`config.mk`:
```
export PLATFORM = sky130hd
export DESIGN_NAME = pe_cfg_loader
export DESIGN_NICKNAME = d
export VERILOG_FILES = /design/src/rtl/pe_cfg_pkg.sv /design/src/rtl/pe_cfg_fifo.sv /design/src/rtl/pe_cfg_loader.sv
export SDC_FILE = /design/constraint.sdc
export NUM_CORES = 1
export LEC_CHECK = 0
export CORE_MARGIN = 2
export CORE_UTILIZATION = 60
export DETAILED_ROUTE_END_ITERATION = 6
export PLACE_DENSITY = 0.92
export SYNTH_ARGS = -nofsm -noshare
export SYNTH_HDL_FRONTEND = slang
export SYNTH_SLANG_ARGS = --single-unit
```
`constraint.sdc`:
```
create_clock -name clk -period 5.13 [get_ports clk]
set_input_delay 1.026 -clock clk [delete_from_list [all_inputs] [get_ports clk]]
set_output_delay 1.026 -clock clk [all_outputs]
set_load 0.1 [all_outputs]
```
`src/rtl/pe_cfg_pkg.sv`:
```
// Shared definitions for the PE configuration loader.
//   CFG_W      : width of one PE_Configure_Inport beat ({valid, word})
//   CFG_DATA_W : width of the configuration word carried by a beat
//   state_t    : loader sequencing states
package pe_cfg_pkg;

  localparam int CFG_W      = 33;
  localparam int CFG_DATA_W = 32;

  typedef enum logic [1:0] {
    ST_IDLE,
    ST_STREAM,
    ST_GAP
  } state_t;

endpackage

```
`src/rtl/pe_cfg_fifo.sv`:
```
// Synchronous FIFO buffering configuration entries {last, pe, data}.
//   clk, reset : clock, asynchronous active-low reset (pointers only)
//   flush      : empties the FIFO on the next edge, overriding push/pop
//   push/wr_data, pop/rd_data : write port, show-ahead read port
//   full/empty : status derived from the registered pointers
module pe_cfg_fifo #(
  parameter int WIDTH = 35,
  parameter int DEPTH = 16
) (
  input  logic             clk,
  input  logic             reset,
  input  logic             flush,
  input  logic             push,
  input  logic [WIDTH-1:0] wr_data,
  input  logic             pop,
  output logic [WIDTH-1:0] rd_data,
  output logic             full,
  output logic             empty
);

  localparam int AW = $clog2(DEPTH);

  logic [WIDTH-1:0] mem [DEPTH];
  // Extra wrap bit distinguishes full from empty when the indices match.
  logic [AW:0]      wr_ptr;
  logic [AW:0]      rd_ptr;
  logic             do_push;
  logic             do_pop;

  assign empty   = (wr_ptr == rd_ptr);
  assign full    = (wr_ptr[AW] != rd_ptr[AW]) && (wr_ptr[AW-1:0] == rd_ptr[AW-1:0]);
  assign do_push = push && !full;
  assign do_pop  = pop && !empty;
  assign rd_data = mem[rd_ptr[AW-1:0]];

  always_ff @(posedge clk or negedge reset) begin
    if (!reset) begin
      wr_ptr <= '0;
      rd_ptr <= '0;
    end else if (flush) begin
      wr_ptr <= '0;
      rd_ptr <= '0;
    end else begin
      if (do_push) wr_ptr <= wr_ptr + 1'b1;
      if (do_pop)  rd_ptr <= rd_ptr + 1'b1;
    end
  end

  always_ff @(posedge clk) begin
    if (do_push && !flush) mem[wr_ptr[AW-1:0]] <= wr_data;
  end

endmodule

```
`src/rtl/pe_cfg_loader.sv`:
```
// Transmit end of the PE configuration interface. Buffers configuration
// words from a host/DMA stream and replays them, one beat per cycle, onto
// the PE_Configure_Inport of the selected PE.
//   clk, reset           : clock, asynchronous active-low reset
//   s_valid/s_ready      : input handshake (s_ready = FIFO not full)
//   s_data/s_pe/s_last   : configuration word, target PE, end of packet
//   start / abort        : begin streaming from IDLE / flush and go IDLE
//   cfg_bus              : slice k = [k*33 +: 33] drives PE k
//   busy, pkt_done, pkt_cnt, underrun, bad_id : status
module pe_cfg_loader
  import pe_cfg_pkg::*;
#(
  parameter int NUM_PE     = 4,
  parameter int PE_ID_W    = 2,
  parameter int FIFO_DEPTH = 16,
  parameter int GAP_CYCLES = 1
) (
  input  logic                    clk,
  input  logic                    reset,
  input  logic                    s_valid,
  output logic                    s_ready,
  input  logic [CFG_DATA_W-1:0]   s_data,
  input  logic [PE_ID_W-1:0]      s_pe,
  input  logic                    s_last,
  input  logic                    start,
  input  logic                    abort,
  output logic [NUM_PE*CFG_W-1:0] cfg_bus,
  output logic                    busy,
  output logic                    pkt_done,
  output logic [15:0]             pkt_cnt,
  output logic                    underrun,
  output logic                    bad_id
);

  localparam int ENTRY_W = CFG_DATA_W + PE_ID_W + 1;
  localparam int GAP_W   = (GAP_CYCLES > 1) ? $clog2(GAP_CYCLES) : 1;

  state_t                state;
  state_t                state_nxt;
  logic [GAP_W-1:0]      gap_cnt;
  logic                  gap_done;
  logic                  fifo_full;
  logic                  fifo_empty;
  logic [ENTRY_W-1:0]    fifo_rd;
  logic                  mid_pkt;

  logic                  vld_p0;
  logic [CFG_DATA_W-1:0] data_p0;
  logic [PE_ID_W-1:0]    pe_p0;
  logic                  last_p0;
  logic                  id_ok_p0;

  logic                  vld_p1;
  logic                  last_p1;
  logic [CFG_DATA_W-1:0] data_p1;
  logic [PE_ID_W-1:0]    pe_p1;

  assign s_ready = !fifo_full;

  pe_cfg_fifo #(
    .WIDTH (ENTRY_W),
    .DEPTH (FIFO_DEPTH)
  ) u_fifo (
    .clk     (clk),
    .reset   (reset),
    .flush   (abort),
    .push    (s_valid && s_ready),
    .wr_data ({s_last, s_pe, s_data}),
    .pop     (vld_p0),
    .rd_data (fifo_rd),
    .full    (fifo_full),
    .empty   (fifo_empty)
  );

  // ---- stage p0: FIFO head, pop decision ----
  assign last_p0  = fifo_rd[ENTRY_W-1];
  assign pe_p0    = fifo_rd[CFG_DATA_W +: PE_ID_W];
  assign data_p0  = fifo_rd[CFG_DATA_W-1:0];
  assign vld_p0   = (state == ST_STREAM) && !fifo_empty && !abort;
  assign id_ok_p0 = (32'(pe_p0) < NUM_PE);
  assign gap_done = (int'(gap_cnt) >= GAP_CYCLES - 1);

  always_comb begin
    state_nxt = state;
    case (state)
      ST_IDLE:   if (start) state_nxt = ST_STREAM;
      ST_STREAM: if (vld_p0 && last_p0 && (GAP_CYCLES > 0)) state_nxt = ST_GAP;
      ST_GAP:    if (gap_done) state_nxt = ST_STREAM;
      default:   state_nxt = ST_IDLE;
    endcase
    if (abort) state_nxt = ST_IDLE;
  end

  always_ff @(posedge clk or negedge reset) begin
    if (!reset) begin
      state   <= ST_IDLE;
      gap_cnt <= '0;
    end else begin
      state   <= state_nxt;
      gap_cnt <= (state == ST_GAP) ? gap_cnt + 1'b1 : '0;
    end
  end

  // ---- stage p1: registered beat and status ----
  always_ff @(posedge clk or negedge reset) begin
    if (!reset) begin
      vld_p1   <= 1'b0;
      last_p1  <= 1'b0;
      mid_pkt  <= 1'b0;
      pkt_cnt  <= '0;
      underrun <= 1'b0;
      bad_id   <= 1'b0;
    end else begin
      // A discarded bad-id word still closes its packet.
      vld_p1  <= vld_p0 && id_ok_p0;
      last_p1 <= vld_p0 && last_p0;
      if (vld_p0 && last_p0)   pkt_cnt <= pkt_cnt + 16'd1;
      if (vld_p0 && !id_ok_p0) bad_id  <= 1'b1;
      if (abort)       mid_pkt <= 1'b0;
      else if (vld_p0) mid_pkt <= !last_p0;
      if ((state == ST_STREAM) && fifo_empty && mid_pkt && !abort) underrun <= 1'b1;
    end
  end

  always_ff @(posedge clk) begin
    if (vld_p0) begin
      data_p1 <= data_p0;
      pe_p1   <= pe_p0;
    end
  end

  // Only the slice addressed by the registered beat is driven.
  always_comb begin
    cfg_bus = '0;
    for (int k = 0; k < NUM_PE; k++) begin
      if (vld_p1 && (pe_p1 == PE_ID_W'(k))) cfg_bus[k*CFG_W +: CFG_W] = {1'b1, data_p1};
    end
  end

  assign busy     = (state != ST_IDLE);
  assign pkt_done = last_p1;

endmodule

```
Word-level counts from Yosys, hierarchy flattened
Memory sizes are Yosys's and may differ from the RTL's.
Cells that the tools add are included.

word-level totals
  word-level logic and storage cells = 66
  bits in writable memories = 560
  input bits = 40
  bits in registers = 66
  output and inout bits = 153
  memories = 1

cells by class
  reductions and logical operators = 26
  add/subtract/negate cells = 3
  equality and inequality tests = 10
  mux-type cells = 16

memories
  name        depth  bits a word  read ports  clocked after Yosys merged registers in  write ports  RTL line           RTL
  u_fifo.mem  16     35           1           0                                        1            pe_cfg_fifo.sv:23  logic [WIDTH-1:0] mem [DEPTH];

operator list
  operator                                        number
  two-way mux 33 bit                              4
  two-way mux 5 bit                               4
  adder 16 x 1 -> 16 bit (second input constant)  1
  logical AND 1 bit                               15
  adder 5 x 1 -> 5 bit (second input constant)    2
  nonzero test 2 bit                              4
  == test 2 bit (second input constant)           3
  two-way mux 2 bit                               3
  case mux 2 bit (3 select lines)                 1
  == test 5 bit                                   1
  == test 2 x 1 -> 1 bit (second input constant)  2
  == test 4 bit                                   1
  logical NOT 1 bit                               4
  logical NOT 2 bit                               2
  two-way mux 1 bit                               4
  != test 3 x 2 -> 1 bit (second input constant)  1
  != test 3 bit (second input constant)           1
  AND reduction 2 bit                             1
  != test 1 bit                                   1

Depth between registers and ports, before layout
Gate-level depths: netlist of run 1.

  depth after elaboration = 8
  gate-level depth with buffers = 7
  gate-level depth less buffers = 5

Cells and area by module
Synthesis of run 1 repeated with hierarchy kept, for this count alone.

second synthesis, totals
  cells, all modules = 1138
  area total of the unflattened synthesis = 24756.2 µm²

modules (own cells, without submodules)
  module         cells an instance  sequential area each (µm²)  times used  area each (µm²)
  pe_cfg_fifo    876                17066.4                     1           21846.0
  pe_cfg_loader  262                1571.5                      1           2910.3

Worst setup path before layout of run 1
OpenSTA, ideal clock, no wires.

  path kind = reg-to-output
  start = register pe_p1[1]
  end = output port cfg_bus[23]
  stages on the path, launching flop included = 4
  required time = 4.104 ns
  arrival time = 2.663 ns
  slack = 1.441 ns
  path buffers = 1
  path through = edfxtp_1 -> nor3b_1 -> clkbuf_1 -> and2_1

on the way
  word-level cells in the longest chain between the ends = 3

RTL lines
  element                 RTL line              RTL
  from (decl)             pe_cfg_loader.sv:56   logic [PE_ID_W-1:0] pe_p1;
  from (signal assigned)  pe_cfg_loader.sv:128  pe_p1 <= pe_p0;
  logical NOT 2 bit       pe_cfg_loader.sv:136  if (vld_p1 && (pe_p1 == PE_ID_W'(k))) cfg_bus[k*CFG_W +: CFG_W] = {1'b1, data_p1};
  logical AND 1 bit       pe_cfg_loader.sv:136
  two-way mux 33 bit      pe_cfg_loader.sv:136
  to (decl)               pe_cfg_loader.sv:27   output logic [NUM_PE*CFG_W-1:0] cfg_bus,

No other way between the ends.

Final worst setup path of run 1
  start = register pe_p1[1]
  end = output port cfg_bus[66]

on the way
  word-level cells in the longest chain between the ends = 3

RTL lines
  element             RTL line
  == test 2 bit       pe_cfg_loader.sv:136
  logical AND 1 bit   pe_cfg_loader.sv:136
  two-way mux 33 bit  pe_cfg_loader.sv:136

No other way between the ends.

==> results of run 1 <==
## layout make-up
type	instances	area (µm²)	share of cell area [%]
Antenna cell	2	5.00	0.0173
Clock buffer	73	1600	5.54
Clock inverter	36	334	1.16
Inverter	5	18.8	0.0649
Multi-Input combinational cell	440	5710	19.7
Sequential cell	626	18600	64.5
Tap cell	532	666	2.30
Timing Repair Buffer	214	1930	6.68
## worst max-delay path, stage by stage (launching register included)
cell	delay [ns]
edfxtp_1	0.45
nand2_1	0.13
nor2_4	0.78
and2_1	0.27
clkdlybuf4s50_1	1.20
## path summary, 6_finish.rpt
path	from	endpoint	slack (ns)	depth (start not counted)
setup / recovery	pe_p1[1]$_DFFE_PP_	cfg_bus[66]	0.64	4
hold / removal	state[0]$_DFFE_PN0P_	state[0]$_DFFE_PN0P_	0.47	1
setup reg to reg	u_fifo.rd_ptr[1]$_DFFE_PN0P_	u_fifo.mem[7][29]$_DFFE_PP_	1.49	7
hold reg to reg	state[0]$_DFFE_PN0P_	state[0]$_DFFE_PN0P_	0.47	1
max in group asynchronous	reset	u_fifo.rd_ptr[1]$_DFFE_PN0P_	3.97	2
min in group asynchronous	reset	pkt_cnt[7]$_DFFE_PN0P_	0.82	2
## stage by stage
| step | total power [W] | instance area (µm²) | hold slack [ns] | util, % | setup slack, ns |
|---|---|---|---|---|---|
| floorplan | 0.00667 | 24600 | 0.437 | - | 1.44 |
| global placement | 0.00696 | 27000 | 0.453 | 66.4 | 1.45 |
| detailed placement | 0.00701 | 27000 | 0.463 | 66.4 | 1.23 |
| CTS | 0.0113 | 28900 | 0.471 | 71.1 | 0.638 |
| global route | 0.0116 | 28900 | 0.517 | 71.1 | 0.585 |
| finish | 0.0113 | 28900 | 0.468 | 71.1 | 0.643 |
## routing by layer
layer | up-vias | part of all wire [%] | GRT usage (%)
met5 | - | 0.045 | 0
met4 | 4 | 3.5 | 9.36
met3 | 163 | 9.3 | 5.00
met2 | 936 | 51 | 48.3
met1 | 6559 | 36 | 38.7
li1 | 5058 | - | -
## sequential cells by signal (all words and copies together) (netlist names), 2 cells and up
signal and cells:
u_fifo.mem 560, u_fifo.rd_ptr 5, pe_p1 2, data_p1 32
state 2, pkt_cnt 16, u_fifo.wr_ptr 5
## power by group through the flow
stage               registers, W  logic (W)  clock network (W)
floorplan                0.00594   0.000734                  0
global placement         0.00586    0.00110                  0
detailed placement       0.00587    0.00114                  0
CTS                      0.00576    0.00116            0.00439
global route             0.00577    0.00121            0.00459
finish                   0.00576    0.00115            0.00437
## kinds of logic after synthesis
group                      synth area share [%]
AOI/OAI and AO/OA                         0.478
xor gates and xnor gates                   1.03
adders and majority gates                 0.305
muxes                                      16.1
other                                    0.0153
DFF                                        75.8
buffers and inverters                      1.11
and+or+nand+nor                            5.10
## placed cells by master (no fill, tap or decap), drive strengths merged, types with 18 or more instances in the layout
| cell type | instances |
|---|---|
| and2 | 142 |
| buf | 89 |
| clkbuf | 73 |
| clkdlybuf4s50 | 125 |
| clkinv | 26 |
| dfrtp | 32 |
| edfxtp | 594 |
| mux4 | 173 |
| nor2 | 18 |
| xor2 | 21 |
==> impl_metrics.toml, run 1 <==
[status]
status = "finished clean"

[global_route]
gr-total-overflow = 0
grt_pass1_wl_um = 86400
grt_max_degree = 86
grt_pass1_vias = 12800
gr-usage-all-layers_pct = 28.7
antenna_found_initial = 4

[sta]
fin_crit_sh_pct = 87.5
rsz0062_at_grt = "false"
min_period_ns = 4.49
tns_ns = 0
drv_slew = 0
finalSetupViolations = 0
worst_pin_slew_ns = 1.26
hold_violations = 0
clock-skew-final_ns = 0.0222
fmax_ghz = 0.223
relSlewSlack_pct = 15.7

[critical_path]
cp.required_ns = 4.10
worst_setup_path_end_kind = "output port"
crit_arrival_ns = 3.46
worstSetupStartpointType = "flop"
critPathKind = "reg2out"
path_max_fanout = 33

[placement]
place_inst = 1817
place_congestion = 0.819
hpwl_um = 32200
port_buffers = 191

[logic_synthesis]
ys_async_sr_fraction_pct = 5.11
yosysSeqAreaShare_pct = 75.8
synth_top_area_share_pct = 72.6
synth-edff-count = 594
ys_seq_elements = 626
yosysMostFrequentCell = "edfxtp_1"
yosysWarnings = 0
syn_area_mm2 = 0.0246
synth_area_leaders = "edfxtp_1 73%, mux4_2 16%, and2_1 3.6%"
synthDistinctLibCells = 41
yosys-top-cells-count = "594 x edfxtp_1, 173 x mux4_2, 142 x and2_1"
syn_area_per_cell_um2 = 21.8
synth_fp_nets = 1176
synthCells = 1130
synth_ff_type = "edfxtp_1"
synth_top_area_cell = "edfxtp_1"

[floorplan]
die_height_um = 206
placementRows = 74
core_mm2 = 0.0406
start_util_pct = 60.5
die-width_um = 206
design.die.area_mm2 = 0.0426
pin_count = 193

[detailed_routing]
post_drt_wl_per_cell_um = 30.9
via_count = 12700
dr.pass1.iters = 5
drc = 0
ant_nets = 0
drt_wl_total_um = 59500
viasPerCell = 6.60
drtIter0Drc = 1678

[cts]
cts.repair.resized = 0
cts_buffers = 59
cts_max_level = 2
cts-hold-fix-buffers = 0
cts-root-buf = "clkbuf_16"
postCtsSetupBuffers = 0
clkSinkCount = 626
cts_tree = "yes"
clock_tree.buffer_depth = 3
clk_pin_slew_ns = 0.07
insertion_delay_ns = 0.62

[power]
switching_power_w = 0.00262
peakVddDrop_mv = 0.304
seq_power_share_pct = 51.1
p_clk_share_pct = 38.8
power.density_mw_per_mm2 = 390
p_int_w = 0.00867
combPwrFrac_pct = 10.2
leakagePower_nw = 9.44
switching_share_pct = 23.2

[layout]
drive_gt1_share_pct = 27.3
layout.cells.non_filler = 1928
n_fill_cell = 2203
area_delta_synth_final_pct = 17.6
final_nets = 1392

[run]
drv_cap = 0

[hold_path]
hold_class = "reg2reg"
(Power assumes the default switching activity.)
==> run 2, diff against run 1 <==
--- a/config.mk
+++ b/config.mk
@@ -9,6 +9,7 @@
 export CORE_UTILIZATION = 60
 export DETAILED_ROUTE_END_ITERATION = 6
 export PLACE_DENSITY = 0.92
+export SLEW_MARGIN = 5
 export SYNTH_ARGS = -nofsm -noshare
 export SYNTH_HDL_FRONTEND = slang
 export SYNTH_SLANG_ARGS = --single-unit
==> results of run 2 <==
The final DEF is identical to that of run 1; final timing and power are the same.
==> run 3, diff against run 2 <==
--- a/config.mk
+++ b/config.mk
@@ -9,7 +9,6 @@
 export CORE_UTILIZATION = 60
 export DETAILED_ROUTE_END_ITERATION = 6
 export PLACE_DENSITY = 0.92
-export SLEW_MARGIN = 5
 export SYNTH_ARGS = -nofsm -noshare
 export SYNTH_HDL_FRONTEND = slang
 export SYNTH_SLANG_ARGS = --single-unit
==> constraint.sdc (replaced) <==
create_clock -name clk -period 5.45 [get_ports clk]
set_input_delay 1.09 -clock clk [delete_from_list [all_inputs] [get_ports clk]]
set_output_delay 1.09 -clock clk [all_outputs]
set_load 0.1 [all_outputs]
==> run 3 against run 2 <==
Net effect: die area did not move; power fell by 4.5%; highest routed layer unchanged; clock skew fell by 0.0059 ns; first-iteration DRC count fell by 16%; setup slack improved by 0.13 ns; via count rose by 0.13%; routed wire length rose by 1.3%; clock power fell by 2%; sequential power fell by 5.6%; sequential share of layout area fell by 0.52 points; sequential cell count did not move; largest cell class unchanged; largest power group unchanged; register-to-register slack improved by 0.21 ns.
==> impl_metrics.toml, run 3 (same netlist as run 1, synthesis figures left out) <==
[status]
status = "finished clean"

[cts]
insertion_delay_ns = 0.62
cts_max_level = 2
cts-root-buf = "clkbuf_16"
cts_tree = "yes"
clkSinkCount = 626
clk_pin_slew_ns = 0.06
cts_buffers = 60
cts-hold-fix-buffers = 0
postCtsSetupBuffers = 0
clock_tree.buffer_depth = 3
cts.repair.resized = 0

[sta]
fin_crit_sh_pct = 85.7
rsz0062_at_grt = "false"
drv_slew = 0
tns_ns = 0
finalSetupViolations = 0
fmax_ghz = 0.214
relSlewSlack_pct = 21.3
min_period_ns = 4.67
worst_pin_slew_ns = 1.18
clock-skew-final_ns = 0.0164
hold_violations = 0

[global_route]
grt_max_degree = 82
grt_pass1_wl_um = 87200
gr-total-overflow = 0
met1_usage_pct = 38.2
gr-usage-all-layers_pct = 29.1
grt_use_met2_pct = 48.9
antenna_found_initial = 4
grt-busiest-layer = "met2"
grt_pass1_vias = 13000
grt.met3_usage_pct = 5.03

[detailed_routing]
post_drt_wl_per_cell_um = 31.3
ant_nets = 0
dr.pass1.iters = 7
drtIter0Drc = 1407
drc = 0
viasPerCell = 6.60
drt_wl_total_um = 60300
via_count = 12700

[hold_path]
holdPathStages = 1
hp-start = "pkt_cnt[15]$_DFFE_PN0P_"
hold_class = "reg2reg"
whs_endpoint = "pkt_cnt[15]$_DFFE_PN0P_"

[run]
drv_cap = 0

[floorplan]
die-width_um = 206
placementRows = 74
start_util_pct = 60.5
core_mm2 = 0.0406
design.die.area_mm2 = 0.0426
pin_count = 193
die_height_um = 206

[layout]
largest_reg_flops = 560
final_nets = 1394
drive_gt1_share_pct = 22.2
final_cell_mix = "594 x edfxtp_1, 191 x clkdlybuf4s50_1, 173 x mux4_2, 130 x and2_1, 61 x clkbuf_16"
final_common_cell = "edfxtp_1"
area_delta_synth_final_pct = 18.6

[critical_path]
path_max_fanout = 19
cp.required_ns = 4.36
worstSetupStartpointType = "flop"
worstReg2RegStart = "u_fifo.rd_ptr[0]$_DFFE_PN0P_"
reg2reg_to = "u_fifo.mem[5][14]$_DFFE_PP_"
reg2reg_slack_ns = 1.70
r2r_cells = 7
crit_arrival_ns = 3.58
worst_setup_path_end_kind = "output port"
critPathKind = "reg2out"

[placement]
place_congestion = 0.811
hpwl_um = 31700
port_buffers = 191

[power]
power_w = 0.0108
power.density_mw_per_mm2 = 370
leakagePower_nw = 9.34
peakVddDrop_mv = 0.332
run 3: worst max-delay path by stage:
stage | start | endpoint | cells past startpoint
6_report | pe_p1[0]$_DFFE_PP_ | cfg_bus[101] | 4
5_1_grt | pe_p1[0]$_DFFE_PP_ | cfg_bus[122] | 4
3_5_place_dp | abort | u_fifo.mem[5][10]$_DFFE_PP_ | 4
2_1_floorplan | pe_p1[1]$_DFFE_PP_ | cfg_bus[23] | 3
4_1_cts | pe_p1[0]$_DFFE_PP_ | cfg_bus[21] | 4
3_3_place_gp | pe_p1[0]$_DFFE_PP_ | cfg_bus[24] | 4
run 3: stage by stage:
stage / instances / hold slack (ns) / instance area (µm²) / setup WS, ns / utilization (%)
after detailed placement: 1818 / 0.471 / 27100 / 1.40 / 66.8
after global placement: 1818 / 0.455 / 27100 / 1.59 / 66.8
final: 1929 / 0.482 / 29100 / 0.777 / 71.7
after CTS: 1927 / 0.491 / 29100 / 0.773 / 71.7
after floorplan: 1130 / 0.437 / 24600 / 1.70 / -
after global routing: 1929 / 0.513 / 29100 / 0.706 / 71.7
run 3: worst max-delay path, stage by stage (launching register included):
cell and delay (ns):
edfxtp_1 0.46, and3_1 0.79, buf_4 0.38, and2_1 0.19, clkdlybuf4s50_1 1.14
run 3: layout make-up:
type | instances | area (µm²)
sequential | 626 | 18600
timing repair buffer | 215 | 2100
clock inverter | 35 | 424
inverter | 5 | 18.8
tap | 532 | 666
antenna | 2 | 5.00
clock buffer | 74 | 1580
multi-input combinational | 440 | 5710
fill | 2223 | 11500
run 3: power breakdown:
| part | switching, W | leakage (nW) | internal [W] |
|---|---|---|---|
| sequential | 0.0000862 | 5.78 | 0.00535 |
| combinational | 0.000618 | 2.59 | 0.000441 |
| clock | 0.00177 | 0.972 | 0.00251 |
| total | 0.00247 | 9.34 | 0.00831 |
run 3: metal layers:
metal | part of all wire, % | up-vias
li1 | - | 5058
met1 | 36 | 6615
met2 | 51 | 878
met3 | 8.8 | 183
met4 | 4.0 | 2
met5 | 0.013 | -
